==> config.mk <==
export PLATFORM = sky130hd
export DESIGN_NAME = kernel_host_seq_flat
export DESIGN_NICKNAME = d
export VERILOG_FILES = /design/src/rtl/kernel_host_pkg.sv /design/src/rtl/kernel_host_seq_if.sv /design/src/rtl/kernel_watchdog.sv /design/src/rtl/kernel_host_seq.sv /design/src/flat_wrapper.sv
export SDC_FILE = /design/constraint.sdc
export NUM_CORES = 1
export LEC_CHECK = 0
export CAP_MARGIN = 20
export CORE_AREA = 10 10 66 68
export DETAILED_ROUTE_END_ITERATION = 10
export DIE_AREA = 0 0 76 78
export GPL_TIMING_DRIVEN = 0
export HOLD_SLACK_MARGIN = 0.15
export PLACE_DENSITY = 0.68
export SYNTH_ARGS = -nofsm -noshare
export SYNTH_HDL_FRONTEND = slang
export SYNTH_SLANG_ARGS = --single-unit
==> constraint.sdc <==
create_clock -name clk -period 2.8 [get_ports clk]
set_input_delay 0.28 -clock clk [delete_from_list [all_inputs] [get_ports clk]]
set_output_delay 0.28 -clock clk [all_outputs]
set_load 0.05 [all_outputs]
==> src/rtl/kernel_host_pkg.sv <==
// Shared types and default widths for the kernel host sequencer.
// The defaults match the generated kernel this host drives.
package kernel_host_pkg;

    localparam int KH_DEPTH    = 2;
    localparam int KH_ADDR_W   = 1;
    localparam int KH_DATA_W   = 1;
    localparam int KH_INIT_W   = 1;
    localparam int KH_RESULT_W = 2;
    localparam int KH_TIMEOUT  = 1024;

    typedef enum logic [2:0] {
        KH_IDLE,
        KH_LOAD,
        KH_START,
        KH_RUN,
        KH_RD_ADDR,
        KH_RD_CAP,
        KH_DUMP,
        KH_RESP
    } kh_state_t;

endpackage

==> src/rtl/kernel_host_seq_if.sv <==
// Command, load/dump stream, response and kernel-pin bundle of the host sequencer.
// master is the sequencer side; slave is the fabric plus kernel side.
interface kernel_host_seq_if import kernel_host_pkg::*; #(
    parameter int ADDR_W   = KH_ADDR_W,
    parameter int DATA_W   = KH_DATA_W,
    parameter int INIT_W   = KH_INIT_W,
    parameter int RESULT_W = KH_RESULT_W
);
    logic                cmd_valid;
    logic                cmd_ready;
    logic [INIT_W-1:0]   cmd_init;
    logic                cmd_load;

    logic                ld_valid;
    logic                ld_ready;
    logic [DATA_W-1:0]   ld_data;

    logic                dump_valid;
    logic                dump_ready;
    logic [DATA_W-1:0]   dump_data;

    logic                rsp_valid;
    logic                rsp_ready;
    logic [RESULT_W-1:0] rsp_result;
    logic                rsp_timeout;

    logic                k_r_enable;
    logic [INIT_W-1:0]   k_init;
    logic                k_w_enable;
    logic [RESULT_W-1:0] k_result;
    logic                k_control_arr;
    logic                k_arr_wen;
    logic [ADDR_W-1:0]   k_arr_addr;
    logic [DATA_W-1:0]   k_arr_wdata;
    logic [DATA_W-1:0]   k_arr_rdata;

    logic                busy;

    modport master (
        input  cmd_valid, cmd_init, cmd_load, ld_valid, ld_data, dump_ready, rsp_ready,
               k_w_enable, k_result, k_arr_rdata,
        output cmd_ready, ld_ready, dump_valid, dump_data, rsp_valid, rsp_result, rsp_timeout,
               k_r_enable, k_init, k_control_arr, k_arr_wen, k_arr_addr, k_arr_wdata, busy
    );

    modport slave (
        output cmd_valid, cmd_init, cmd_load, ld_valid, ld_data, dump_ready, rsp_ready,
               k_w_enable, k_result, k_arr_rdata,
        input  cmd_ready, ld_ready, dump_valid, dump_data, rsp_valid, rsp_result, rsp_timeout,
               k_r_enable, k_init, k_control_arr, k_arr_wen, k_arr_addr, k_arr_wdata, busy
    );

endinterface

==> src/rtl/kernel_watchdog.sv <==
// Cycle watchdog for a kernel run: cleared before RUN, counts while enabled.
// expired is high in the enabled cycle where the count reaches TIMEOUT-1.
module kernel_watchdog import kernel_host_pkg::*; #(
    parameter int TIMEOUT = KH_TIMEOUT
) (
    input  logic clk,
    input  logic rst_n,
    input  logic clr,
    input  logic en,
    output logic expired
);
    localparam int              CNT_W = $clog2(TIMEOUT) + 1;
    localparam logic [CNT_W-1:0] LAST = CNT_W'(TIMEOUT - 1);

    logic [CNT_W-1:0] cnt_q, cnt_d;

    // Saturating so an idle watchdog left enabled can never wrap back to zero.
    always_comb begin
        cnt_d = cnt_q;
        if (clr) begin
            cnt_d = '0;
        end else if (en && cnt_q != LAST) begin
            cnt_d = cnt_q + CNT_W'(1);
        end
    end

    always_ff @(posedge clk or negedge rst_n) begin
        if (!rst_n) begin
            cnt_q <= '0;
        end else begin
            cnt_q <= cnt_d;
        end
    end

    assign expired = en && (cnt_q == LAST);

endmodule

==> src/rtl/kernel_host_seq.sv <==
// Host sequencer: load array, start kernel, watchdog the run, dump array, respond.
// Load 1 cycle/word, dump 3 cycles/word; ld/dump/rsp stall indefinitely with outputs held.
module kernel_host_seq import kernel_host_pkg::*; #(
    parameter int DEPTH    = KH_DEPTH,
    parameter int ADDR_W   = KH_ADDR_W,
    parameter int DATA_W   = KH_DATA_W,
    parameter int INIT_W   = KH_INIT_W,
    parameter int RESULT_W = KH_RESULT_W,
    parameter int TIMEOUT  = KH_TIMEOUT
) (
    input  logic              clk,
    input  logic              rst_n,
    kernel_host_seq_if.master bus
);
    localparam logic [ADDR_W-1:0] LAST_ADDR = ADDR_W'(DEPTH - 1);

    kh_state_t           state_q, state_d;
    logic [ADDR_W-1:0]   cnt_q, cnt_d;
    logic [INIT_W-1:0]   init_q, init_d;
    logic [RESULT_W-1:0] result_q, result_d;
    logic                timeout_q, timeout_d;
    logic [DATA_W-1:0]   hold_q, hold_d;
    logic                wd_clr, wd_en, wd_expired;

    assign wd_clr = (state_q == KH_START);
    assign wd_en  = (state_q == KH_RUN);

    kernel_watchdog #(.TIMEOUT(TIMEOUT)) u_watchdog (
        .clk     (clk),
        .rst_n   (rst_n),
        .clr     (wd_clr),
        .en      (wd_en),
        .expired (wd_expired)
    );

    always_comb begin
        state_d   = state_q;
        cnt_d     = cnt_q;
        init_d    = init_q;
        result_d  = result_q;
        timeout_d = timeout_q;
        hold_d    = hold_q;
        case (state_q)
            KH_IDLE: begin
                if (bus.cmd_valid) begin
                    init_d  = bus.cmd_init;
                    cnt_d   = '0;
                    state_d = bus.cmd_load ? KH_LOAD : KH_START;
                end
            end
            KH_LOAD: begin
                if (bus.ld_valid) begin
                    cnt_d = cnt_q + ADDR_W'(1);
                    if (cnt_q == LAST_ADDR) begin
                        state_d = KH_START;
                    end
                end
            end
            KH_START: state_d = KH_RUN;
            KH_RUN: begin
                // A done seen on the watchdog's last cycle still wins over the abort.
                if (bus.k_w_enable) begin
                    result_d  = bus.k_result;
                    timeout_d = 1'b0;
                    cnt_d     = '0;
                    state_d   = KH_RD_ADDR;
                end else if (wd_expired) begin
                    result_d  = '0;
                    timeout_d = 1'b1;
                    state_d   = KH_RESP;
                end
            end
            KH_RD_ADDR: state_d = KH_RD_CAP;
            KH_RD_CAP: begin
                hold_d  = bus.k_arr_rdata;
                state_d = KH_DUMP;
            end
            KH_DUMP: begin
                if (bus.dump_ready) begin
                    cnt_d   = cnt_q + ADDR_W'(1);
                    state_d = (cnt_q == LAST_ADDR) ? KH_RESP : KH_RD_ADDR;
                end
            end
            KH_RESP: begin
                if (bus.rsp_ready) begin
                    state_d = KH_IDLE;
                end
            end
            default: state_d = KH_IDLE;
        endcase
    end

    always_ff @(posedge clk or negedge rst_n) begin
        if (!rst_n) begin
            state_q   <= KH_IDLE;
            cnt_q     <= '0;
            init_q    <= '0;
            result_q  <= '0;
            timeout_q <= 1'b0;
            hold_q    <= '0;
        end else begin
            state_q   <= state_d;
            cnt_q     <= cnt_d;
            init_q    <= init_d;
            result_q  <= result_d;
            timeout_q <= timeout_d;
            hold_q    <= hold_d;
        end
    end

    // Every output is a state decode or a register; write strobe and data only follow ld in LOAD.
    assign bus.cmd_ready     = (state_q == KH_IDLE);
    assign bus.ld_ready      = (state_q == KH_LOAD);
    assign bus.dump_valid    = (state_q == KH_DUMP);
    assign bus.dump_data     = hold_q;
    assign bus.rsp_valid     = (state_q == KH_RESP);
    assign bus.rsp_result    = result_q;
    assign bus.rsp_timeout   = timeout_q;
    assign bus.busy          = (state_q != KH_IDLE);
    assign bus.k_r_enable    = (state_q == KH_START);
    assign bus.k_init        = init_q;
    assign bus.k_control_arr = (state_q == KH_LOAD) || (state_q == KH_RD_ADDR) ||
                               (state_q == KH_RD_CAP) || (state_q == KH_DUMP);
    assign bus.k_arr_wen     = (state_q == KH_LOAD) && bus.ld_valid;
    assign bus.k_arr_addr    = cnt_q;
    assign bus.k_arr_wdata   = (state_q == KH_LOAD) ? bus.ld_data : '0;

endmodule

==> src/flat_wrapper.sv <==
// flat-port wrapper written by rule: the top's interface ports become plain ports
module kernel_host_seq_flat import kernel_host_pkg::*;
#(
    parameter int DEPTH    = KH_DEPTH,
    parameter int ADDR_W   = KH_ADDR_W,
    parameter int DATA_W   = KH_DATA_W,
    parameter int INIT_W   = KH_INIT_W,
    parameter int RESULT_W = KH_RESULT_W,
    parameter int TIMEOUT  = KH_TIMEOUT
)
  (clk, rst_n, bus_cmd_valid, bus_cmd_init, bus_cmd_load, bus_ld_valid, bus_ld_data, bus_dump_ready, bus_rsp_ready, bus_k_w_enable, bus_k_result, bus_k_arr_rdata, bus_cmd_ready, bus_ld_ready, bus_dump_valid, bus_dump_data, bus_rsp_valid, bus_rsp_result, bus_rsp_timeout, bus_k_r_enable, bus_k_init, bus_k_control_arr, bus_k_arr_wen, bus_k_arr_addr, bus_k_arr_wdata, bus_busy);
  kernel_host_seq_if #(.ADDR_W(ADDR_W), .DATA_W(DATA_W), .INIT_W(INIT_W), .RESULT_W(RESULT_W)) bus_i ();
  input  logic clk;
  input  logic rst_n;
  input wire logic [$bits(bus_i.cmd_valid)-1:0] bus_cmd_valid;
  input wire logic [$bits(bus_i.cmd_init)-1:0] bus_cmd_init;
  input wire logic [$bits(bus_i.cmd_load)-1:0] bus_cmd_load;
  input wire logic [$bits(bus_i.ld_valid)-1:0] bus_ld_valid;
  input wire logic [$bits(bus_i.ld_data)-1:0] bus_ld_data;
  input wire logic [$bits(bus_i.dump_ready)-1:0] bus_dump_ready;
  input wire logic [$bits(bus_i.rsp_ready)-1:0] bus_rsp_ready;
  input wire logic [$bits(bus_i.k_w_enable)-1:0] bus_k_w_enable;
  input wire logic [$bits(bus_i.k_result)-1:0] bus_k_result;
  input wire logic [$bits(bus_i.k_arr_rdata)-1:0] bus_k_arr_rdata;
  output wire logic [$bits(bus_i.cmd_ready)-1:0] bus_cmd_ready;
  output wire logic [$bits(bus_i.ld_ready)-1:0] bus_ld_ready;
  output wire logic [$bits(bus_i.dump_valid)-1:0] bus_dump_valid;
  output wire logic [$bits(bus_i.dump_data)-1:0] bus_dump_data;
  output wire logic [$bits(bus_i.rsp_valid)-1:0] bus_rsp_valid;
  output wire logic [$bits(bus_i.rsp_result)-1:0] bus_rsp_result;
  output wire logic [$bits(bus_i.rsp_timeout)-1:0] bus_rsp_timeout;
  output wire logic [$bits(bus_i.k_r_enable)-1:0] bus_k_r_enable;
  output wire logic [$bits(bus_i.k_init)-1:0] bus_k_init;
  output wire logic [$bits(bus_i.k_control_arr)-1:0] bus_k_control_arr;
  output wire logic [$bits(bus_i.k_arr_wen)-1:0] bus_k_arr_wen;
  output wire logic [$bits(bus_i.k_arr_addr)-1:0] bus_k_arr_addr;
  output wire logic [$bits(bus_i.k_arr_wdata)-1:0] bus_k_arr_wdata;
  output wire logic [$bits(bus_i.busy)-1:0] bus_busy;
  assign bus_i.cmd_valid = bus_cmd_valid;
  assign bus_i.cmd_init = bus_cmd_init;
  assign bus_i.cmd_load = bus_cmd_load;
  assign bus_i.ld_valid = bus_ld_valid;
  assign bus_i.ld_data = bus_ld_data;
  assign bus_i.dump_ready = bus_dump_ready;
  assign bus_i.rsp_ready = bus_rsp_ready;
  assign bus_i.k_w_enable = bus_k_w_enable;
  assign bus_i.k_result = bus_k_result;
  assign bus_i.k_arr_rdata = bus_k_arr_rdata;
  assign bus_cmd_ready = bus_i.cmd_ready;
  assign bus_ld_ready = bus_i.ld_ready;
  assign bus_dump_valid = bus_i.dump_valid;
  assign bus_dump_data = bus_i.dump_data;
  assign bus_rsp_valid = bus_i.rsp_valid;
  assign bus_rsp_result = bus_i.rsp_result;
  assign bus_rsp_timeout = bus_i.rsp_timeout;
  assign bus_k_r_enable = bus_i.k_r_enable;
  assign bus_k_init = bus_i.k_init;
  assign bus_k_control_arr = bus_i.k_control_arr;
  assign bus_k_arr_wen = bus_i.k_arr_wen;
  assign bus_k_arr_addr = bus_i.k_arr_addr;
  assign bus_k_arr_wdata = bus_i.k_arr_wdata;
  assign bus_busy = bus_i.busy;
  kernel_host_seq #(.DEPTH(DEPTH), .ADDR_W(ADDR_W), .DATA_W(DATA_W), .INIT_W(INIT_W), .RESULT_W(RESULT_W), .TIMEOUT(TIMEOUT)) u_core (.clk(clk), .rst_n(rst_n), .bus(bus_i));
endmodule
==> results.py <==
metrics = {
    "detailed_routing": {
        "first_pass_iters": 4,
        "vias": 1045,
        "vias_per_cell": 5.28,
        "drc": 0,
        "wire_per_inst_um": 13.8,
        "final_antenna_net_count": 0,
        "first_iter_violations": 74,
        "routed_wl_um": 2740,
    },
    "setup_path": {
        "cp_data_required_time_ns": 2.52,
        "cp-start-kind": "flip-flop",
        "r2r_slack_ns": 0.87,
        "startpoint": "u_core.state_q[0]",
        "rr_worst_depth": 5,
        "critical-path-top-delay-family": "buffers and inverters",
        "crit_chain": "buf_4 > clkbuf_1 > nor2_1 > nand2_1 > inv_1 > dlygate4sd2_1",
        "regToRegStartpoint": "u_core.u_watchdog.cnt_q[0]",
        "path_depth": 6,
        "endpoint_kind": "output pin",
        "critical_path_arrival_ns": 2.23,
        "crit_end": "bus_k_r_enable",
        "cp_max_fo": 10,
        "r2r-end": "u_core.state_q[0]",
        "max_stage_delay_ns": 0.57,
        "cp.buffers_inverters": 4,
        "crit_type": "flip-flop to output pin",
        "cp_slowest_cell": "dlygate4sd2_1",
    },
    "global_route": {
        "antenna_found_initial": 0,
        "grt_overflow": 0,
        "grt_pass1_wl_um": 4740,
        "grt_pass1_vias": 1020,
        "grt_usage": 0.0936,
        "grt_max_degree": 21,
    },
    "floorplan": {
        "start_util": 0.366,
        "core_mm2": 0.00318,
        "dieArea_mm2": 0.00593,
        "io_pins": 28,
        "die_h_um": 78,
        "core.rowCount": 21,
        "die_w_um": 76,
    },
    "clock_network": {
        "cts_tree": "yes",
        "numCtsBuffers": 3,
        "clock_sinks": 20,
        "clk_pin_slew_ns": 0.12,
        "postCtsSetupBuffers": 0,
        "cts_buffer_depth": 2,
        "ctsRootBufferMaster": "clkbuf_4",
        "cts_max_level": 1,
        "clk_latency_ns": 0.31,
    },
    "synth": {
        "synth_top_cell_by_area": "dfrtp_1",
        "synth_fp_nets": 135,
        "synth.avg_cell_area_um2": 9.62,
        "synth-edff-count": 0,
        "ys_async_sr_fraction": 1.00,
        "synth.area.top_cells": "dfrtp_1 (43%), o31ai_1 (4.5%), nor2_1 (3.2%), mux2_2 (2.9%), a21oi_1 (2.6%)",
        "synth_area_mm2": 0.00116,
        "synth_top_area_frac": 0.430,
        "ys_types": 40,
        "yosys_warnings": 0,
        "synth_seq_cells": 20,
        "ys.flop_type": "dfrtp_1",
        "netlist_instances": 121,
        "yosysSeqAreaShare": 0.430,
    },
    "cells_and_area": {
        "syn2layout_area_growth_pct": 32.6,
        "final_nets": 167,
        "drive_above_1_share": 0.105,
        "final_common_cell": "clkdlybuf4s50_1",
        "antennaDiodeCount": 0,
        "layout_common_cells": "clkdlybuf4s50_1 (26), dfrtp_1 (20), nor2_1 (10)",
    },
    "timing": {
        "fin_crit_sh": 0.895,
        "hold_viol": 0,
        "setup-tns-final_ns": 0,
        "slew_viol_final": 0,
        "fin_skew_ns": 0.00707,
        "period_needed_ns": 2.51,
        "setup_violations": 0,
        "fmax_mhz": 399,
        "relSlewSlack": 0.421,
        "worstMarginPinSlew_ns": 0.866,
        "whs_ns": 0.452,
        "rsz0062_at_grt": "no",
    },
    "power": {
        "peakVddDrop_uv": 345,
        "p_per_area_mw_per_mm2": 1100,
        "power.leakage_nw": 0.634,
    },
    "outcome": {
        "status": "complete, no violations",
    },
    "run": {
        "maxCapViolCount": 0,
    },
    "placement": {
        "gp_congestion": 0.845,
        "dp_hpwl_um": 2150,
        "io_buffers": 27,
    },
    "hold_path": {
        "hold_path.class": "input port to asynchronous set/reset pin",
    },
}
## Yosys cell counts, types with 2 or more instances
master / n
o21ai_0: 4
nand3_1: 4
nor2b_1: 3
or4_1: 4
buf_4: 2
nor2_1: 10
o221ai_1: 2
nand2_1: 7
o211ai_1: 3
and3_1: 4
a32o_1: 2
clkbuf_1: 2
mux2_2: 3
dfrtp_1: 20
nor3_1: 5
or2_1: 2
inv_1: 7
o31ai_1: 7
nand3b_1: 3
a21oi_1: 6
mux2i_1: 2
## sequential cells by signal, summed over array words and instances, names as in the netlist
register                 flops
u_core.state_q               3
u_core.bus.rsp_timeout       1
u_core.bus.k_arr_addr        1
u_core.bus.rsp_result        2
u_core.bus.k_init            1
u_core.u_watchdog.cnt_q     11
u_core.bus.dump_data         1
## worst min path at each step
stage	cells after the start	end	slack [ns]
2_1_floorplan	0	u_core.bus.dump_data	-0.02
3_3_place_gp	1	u_core.bus.rsp_result[0]	0.48
3_5_place_dp	1	u_core.bus.rsp_result[0]	0.49
4_1_cts	1	u_core.u_watchdog.cnt_q[3]	0.49
5_1_grt	1	u_core.u_watchdog.cnt_q[1]	0.51
6_report	1	u_core.u_watchdog.cnt_q[3]	0.45
## report_power, final
| group | total [mW] | switching, mW | internal (mW) |
|---|---|---|---|
| logic | 1.04 | 0.664 | 0.379 |
| clock network | 0.239 | 0.0947 | 0.145 |
| registers | 0.415 | 0.0506 | 0.364 |
## area by class of cell
type,instances,area [µm²]
fillers,322,1640
multi-input cells,88,598
flip-flops and latches,20,500
repair buffers,27,269
well taps,46,57.6
plain buffers,6,38.8
clock inverters,1,30.0
inverters,7,26.3
clock buffers,3,22.5
## per-layer routing
metal | global-route usage | share of wire | vias to the layer above
li1 | - | - | 515
met1 | 0.118 | 0.48 | 491
met5 | 0 | 0 | -
met4 | 0.0379 | 0.0044 | 0
met3 | 0.0230 | 0.055 | 2
met2 | 0.149 | 0.46 | 37
## logic make-up after synthesis
kind of cell	after synthesis	synth area share
simple gates	49	0.238
compound gates	32	0.212
flops	20	0.430
buf+inv	13	0.0559
mux	5	0.0462
xor+xnor	1	0.00753
fa+ha+maj	1	0.0108
## repair_timing
item | CTS | global route
resized for setup | 1 | 0
setup endpoints to repair | 1 | 0
hold buffers | 0 | 0
## through the flow
| step | std cells | instance area, µm² | power, mW | setup WS [ns] | utilization |
|---|---|---|---|---|---|
| after floorplan | 121 | 1160 | 1.18 | 0.629 | - |
| after global placement | 194 | 1490 | 1.46 | 0.369 | 0.469 |
| after detailed placement | 194 | 1490 | 1.48 | 0.353 | 0.469 |
| after CTS | 198 | 1540 | 1.71 | 0.281 | 0.485 |
| after global routing | 198 | 1540 | 1.81 | 0.118 | 0.485 |
| final | 198 | 1540 | 1.70 | 0.294 | 0.485 |
No activity file was read; power rests on OpenSTA's default activity.
==> RTL change (config.mk and constraints unchanged) <==
The 8 states of `kh_state_t` get a one-hot encoding in 8 bits.
--- a/src/rtl/kernel_host_pkg.sv
+++ b/src/rtl/kernel_host_pkg.sv
@@ -9,15 +9,15 @@
     localparam int KH_RESULT_W = 2;
     localparam int KH_TIMEOUT  = 1024;
 
-    typedef enum logic [2:0] {
-        KH_IDLE,
-        KH_LOAD,
-        KH_START,
-        KH_RUN,
-        KH_RD_ADDR,
-        KH_RD_CAP,
-        KH_DUMP,
-        KH_RESP
+    typedef enum logic [7:0] {
+        KH_IDLE    = 8'b00000001,
+        KH_LOAD    = 8'b00000010,
+        KH_START   = 8'b00000100,
+        KH_RUN     = 8'b00001000,
+        KH_RD_ADDR = 8'b00010000,
+        KH_RD_CAP  = 8'b00100000,
+        KH_DUMP    = 8'b01000000,
+        KH_RESP    = 8'b10000000
     } kh_state_t;
 
 endpackage
Function: no difference found for any inputs over 10 cycles, from zero or initial values and one cycle with rst_n low; not proved beyond that.
==> RTL change against the original RTL <==
- final area grew 11%
- synthesized area grew 15%
- sequential cell count grew 5
- hold slack lost 0.14 ns
- critical path type unchanged
- total power shrank 15%
- first-iteration DRC count shrank 12%
- worst setup slack lost 0.14 ns
- highest routed layer unchanged
- largest power group unchanged
- routed wire length grew 17%
- synthesized cell count grew 12%
==> RTL change: results (changes against the original RTL) <==
Pwr
  • Worst VDD drop: 0.3580 mV (+3.8%)
  • Switching power: 0.0006898 W (-15%)
  • Leakage: 0.7179 nW (+13%)

Timing
  • Slew @ Worst Pin: 0.6961 ns (-0.1702 ns)
  • Max Clock Skew: 0.004425 ns (-0.002648 ns)
  • WHS: 0.3074 ns (-0.1448 ns)

Drt
  • Final wirelength: 3189 µm (+17%)
  • First DRT Iteration DRCs: 65 (-12%)
  • Routed len/inst: 14.97 µm (+8.4%)
  • Drt via density: 5.408 (+2.5%)

Setup path
  • CP arrival: 2.37 ns (+0.14 ns)
  • Worst r2r src: u_core.u_watchdog.cnt_q[0]$_DFFE_PN0P_
  • Critical path fanouts, max: 8 (-2)
  • Reg2reg end: u_core.bus.rsp_result[0]$_DFFE_PN0P_
  • Register-to-register setup slack: 0.61 ns (-0.26 ns)

Yosys
  • Synth Area in Compound Gates: 11.47% (-9.7 points)
  • Syn_nets: 149 (+10%)
  • Ys async rst share: 100.0% (unchanged)
  • Synth top cells by count: dfrtp_1 (24), nor2_1 (13), nand2_1 (10), nand3_1 (8), xnor2_1 (8)
  • Top cells by area, synth: dfrtp_1 (45%), xnor2_1 (5.2%), nor2_1 (3.6%), nand3_1 (3.0%), nand2_1 (2.8%)
  • Post-Synthesis Cells: 135 (+12%)
  • Post-Synth XOR/XNOR Area: 5.877% (+5.1 points)
  • Post-Synth Adder-Cell Area: 0.9328% (-0.14 points)
  • Post-synthesis mux area share: 1.679% (-2.9 points)
  • Part of the Yosys area used for sequential elements: 46.74% (+3.7 points)
  • Unique masters post-synth: 39 (-2.5%)

Clocking
  • CTS Buf Count: 3 (unchanged)
  • CTS root buf: clkbuf_4
  • # clock sinks: 25 (+25%)
  • Clock transition at path regs: 0.14 ns (+0.02 ns)

Layout
  • Filler cell count: 284 (-12%)
  • Area taken by multi-input logic gates: 694.4 µm² (+16%)
  • Area Growth Syn to Fin: 27.99%
  • Clock network area share: 1.531% (-1.9 points)
  • Bufs w/o clock: 29 (-12%)
  • Nets: 182 (+9.0%)
  • Max reg flops: 11 (unchanged)
  • Register Area: 626.9 µm² (+25%)
  • Multi-input comb cells: 103 (+17%)
  • Ratio of cells with drive above 1 in the final layout: 9.581% (-0.95 points)
  • Non-clock buffer share: 16.84% (-3.1 points)
  • Clock Buffer Count: 4 (+1)
  • Non-CTS inverters: 6 (-1)

Outcome
  • Outcome: complete, no violations

Global route
  • Vias in the first global route: 1153 (+13%)
  • Total global-route track usage: 11.06% (+1.7 points)
  • Antenna violations before repair: 0 (unchanged)
  • Pin count of the biggest net entering global routing: 17 (-19%)
  • First-pass GRT wire length: 5451 µm (+15%)

Placed design
  • Pre-CTS setup slack: 0.06779 ns (-0.2848 ns)
  • Placer Congestion: 0.8762 (+3.8%)
  • Post-DP Area: 1697 µm² (+14%)
  • Dpl hpwl: 2458 µm (+14%)
==> RTL change: cell types whose count changed after synthesis, moves of 3 or more <==
cell,delta
dfrtp_1,+4
nand2_1,+3
nand3_1,+4
nand4_1,+4
nor2_1,+3
nor3b_1,+4
nor4_1,+3
o21ai_0,+3
o31ai_1,-7
or4_1,-4
xnor2_1,+8
==> RTL change: what timing repair did <==
action | in CTS | in global routing
endpoints found under the hold margin | 0 | 0
hold buffers | 0 | 0
endpoints found under the setup margin | 7 | 7
resized for setup | 9 | 6
pin swaps | 0 | 0
==> RTL change: metal layers <==
metal / track usage [%] / share of wire [%]
met1: 13.83 / 47
met2: 17.77 / 49
met3: 2.765 / 3.6
met4: 4.545 / 0.47
met5: 0 / 0
==> RTL change: how the worst max path moves through the flow <==
stage	to	slack (ns)	cells after the start	startpoint
finish	bus_busy	0.15	3	u_core.state_q[4]$_DFFE_PN0P_
global route	bus_busy	0.005	3	u_core.state_q[5]$_DFFE_PN0P_
CTS	bus_k_control_arr	0.001	4	u_core.state_q[3]$_DFFE_PN0P_
detailed placement	bus_k_control_arr	0.07	4	u_core.state_q[3]$_DFFE_PN0P_
global placement	bus_k_r_enable	0.1	5	u_core.state_q[4]$_DFFE_PN0P_
floorplan	u_core.bus.k_init$_DFFE_PN0P_	0.17	5	u_core.state_q[4]$_DFFE_PN0P_
==> RTL change: power by group through the flow <==
stage	logic, W	clock network, W	registers, W
after floorplan	0.000452	0	0.000590
after global placement	0.000789	0	0.000491
after detailed placement	0.000804	0	0.000497
after CTS	0.000787	0.000173	0.000491
after global routing	0.000853	0.000188	0.000507
final	0.000784	0.000164	0.000495
==> RTL change: critical path, stage by stage (launching register included) <==
cell	delay [ns]
dfrtp_1	0.47
nor4_4	0.48
nand4b_1	0.31
clkdlybuf4s50_1	0.79
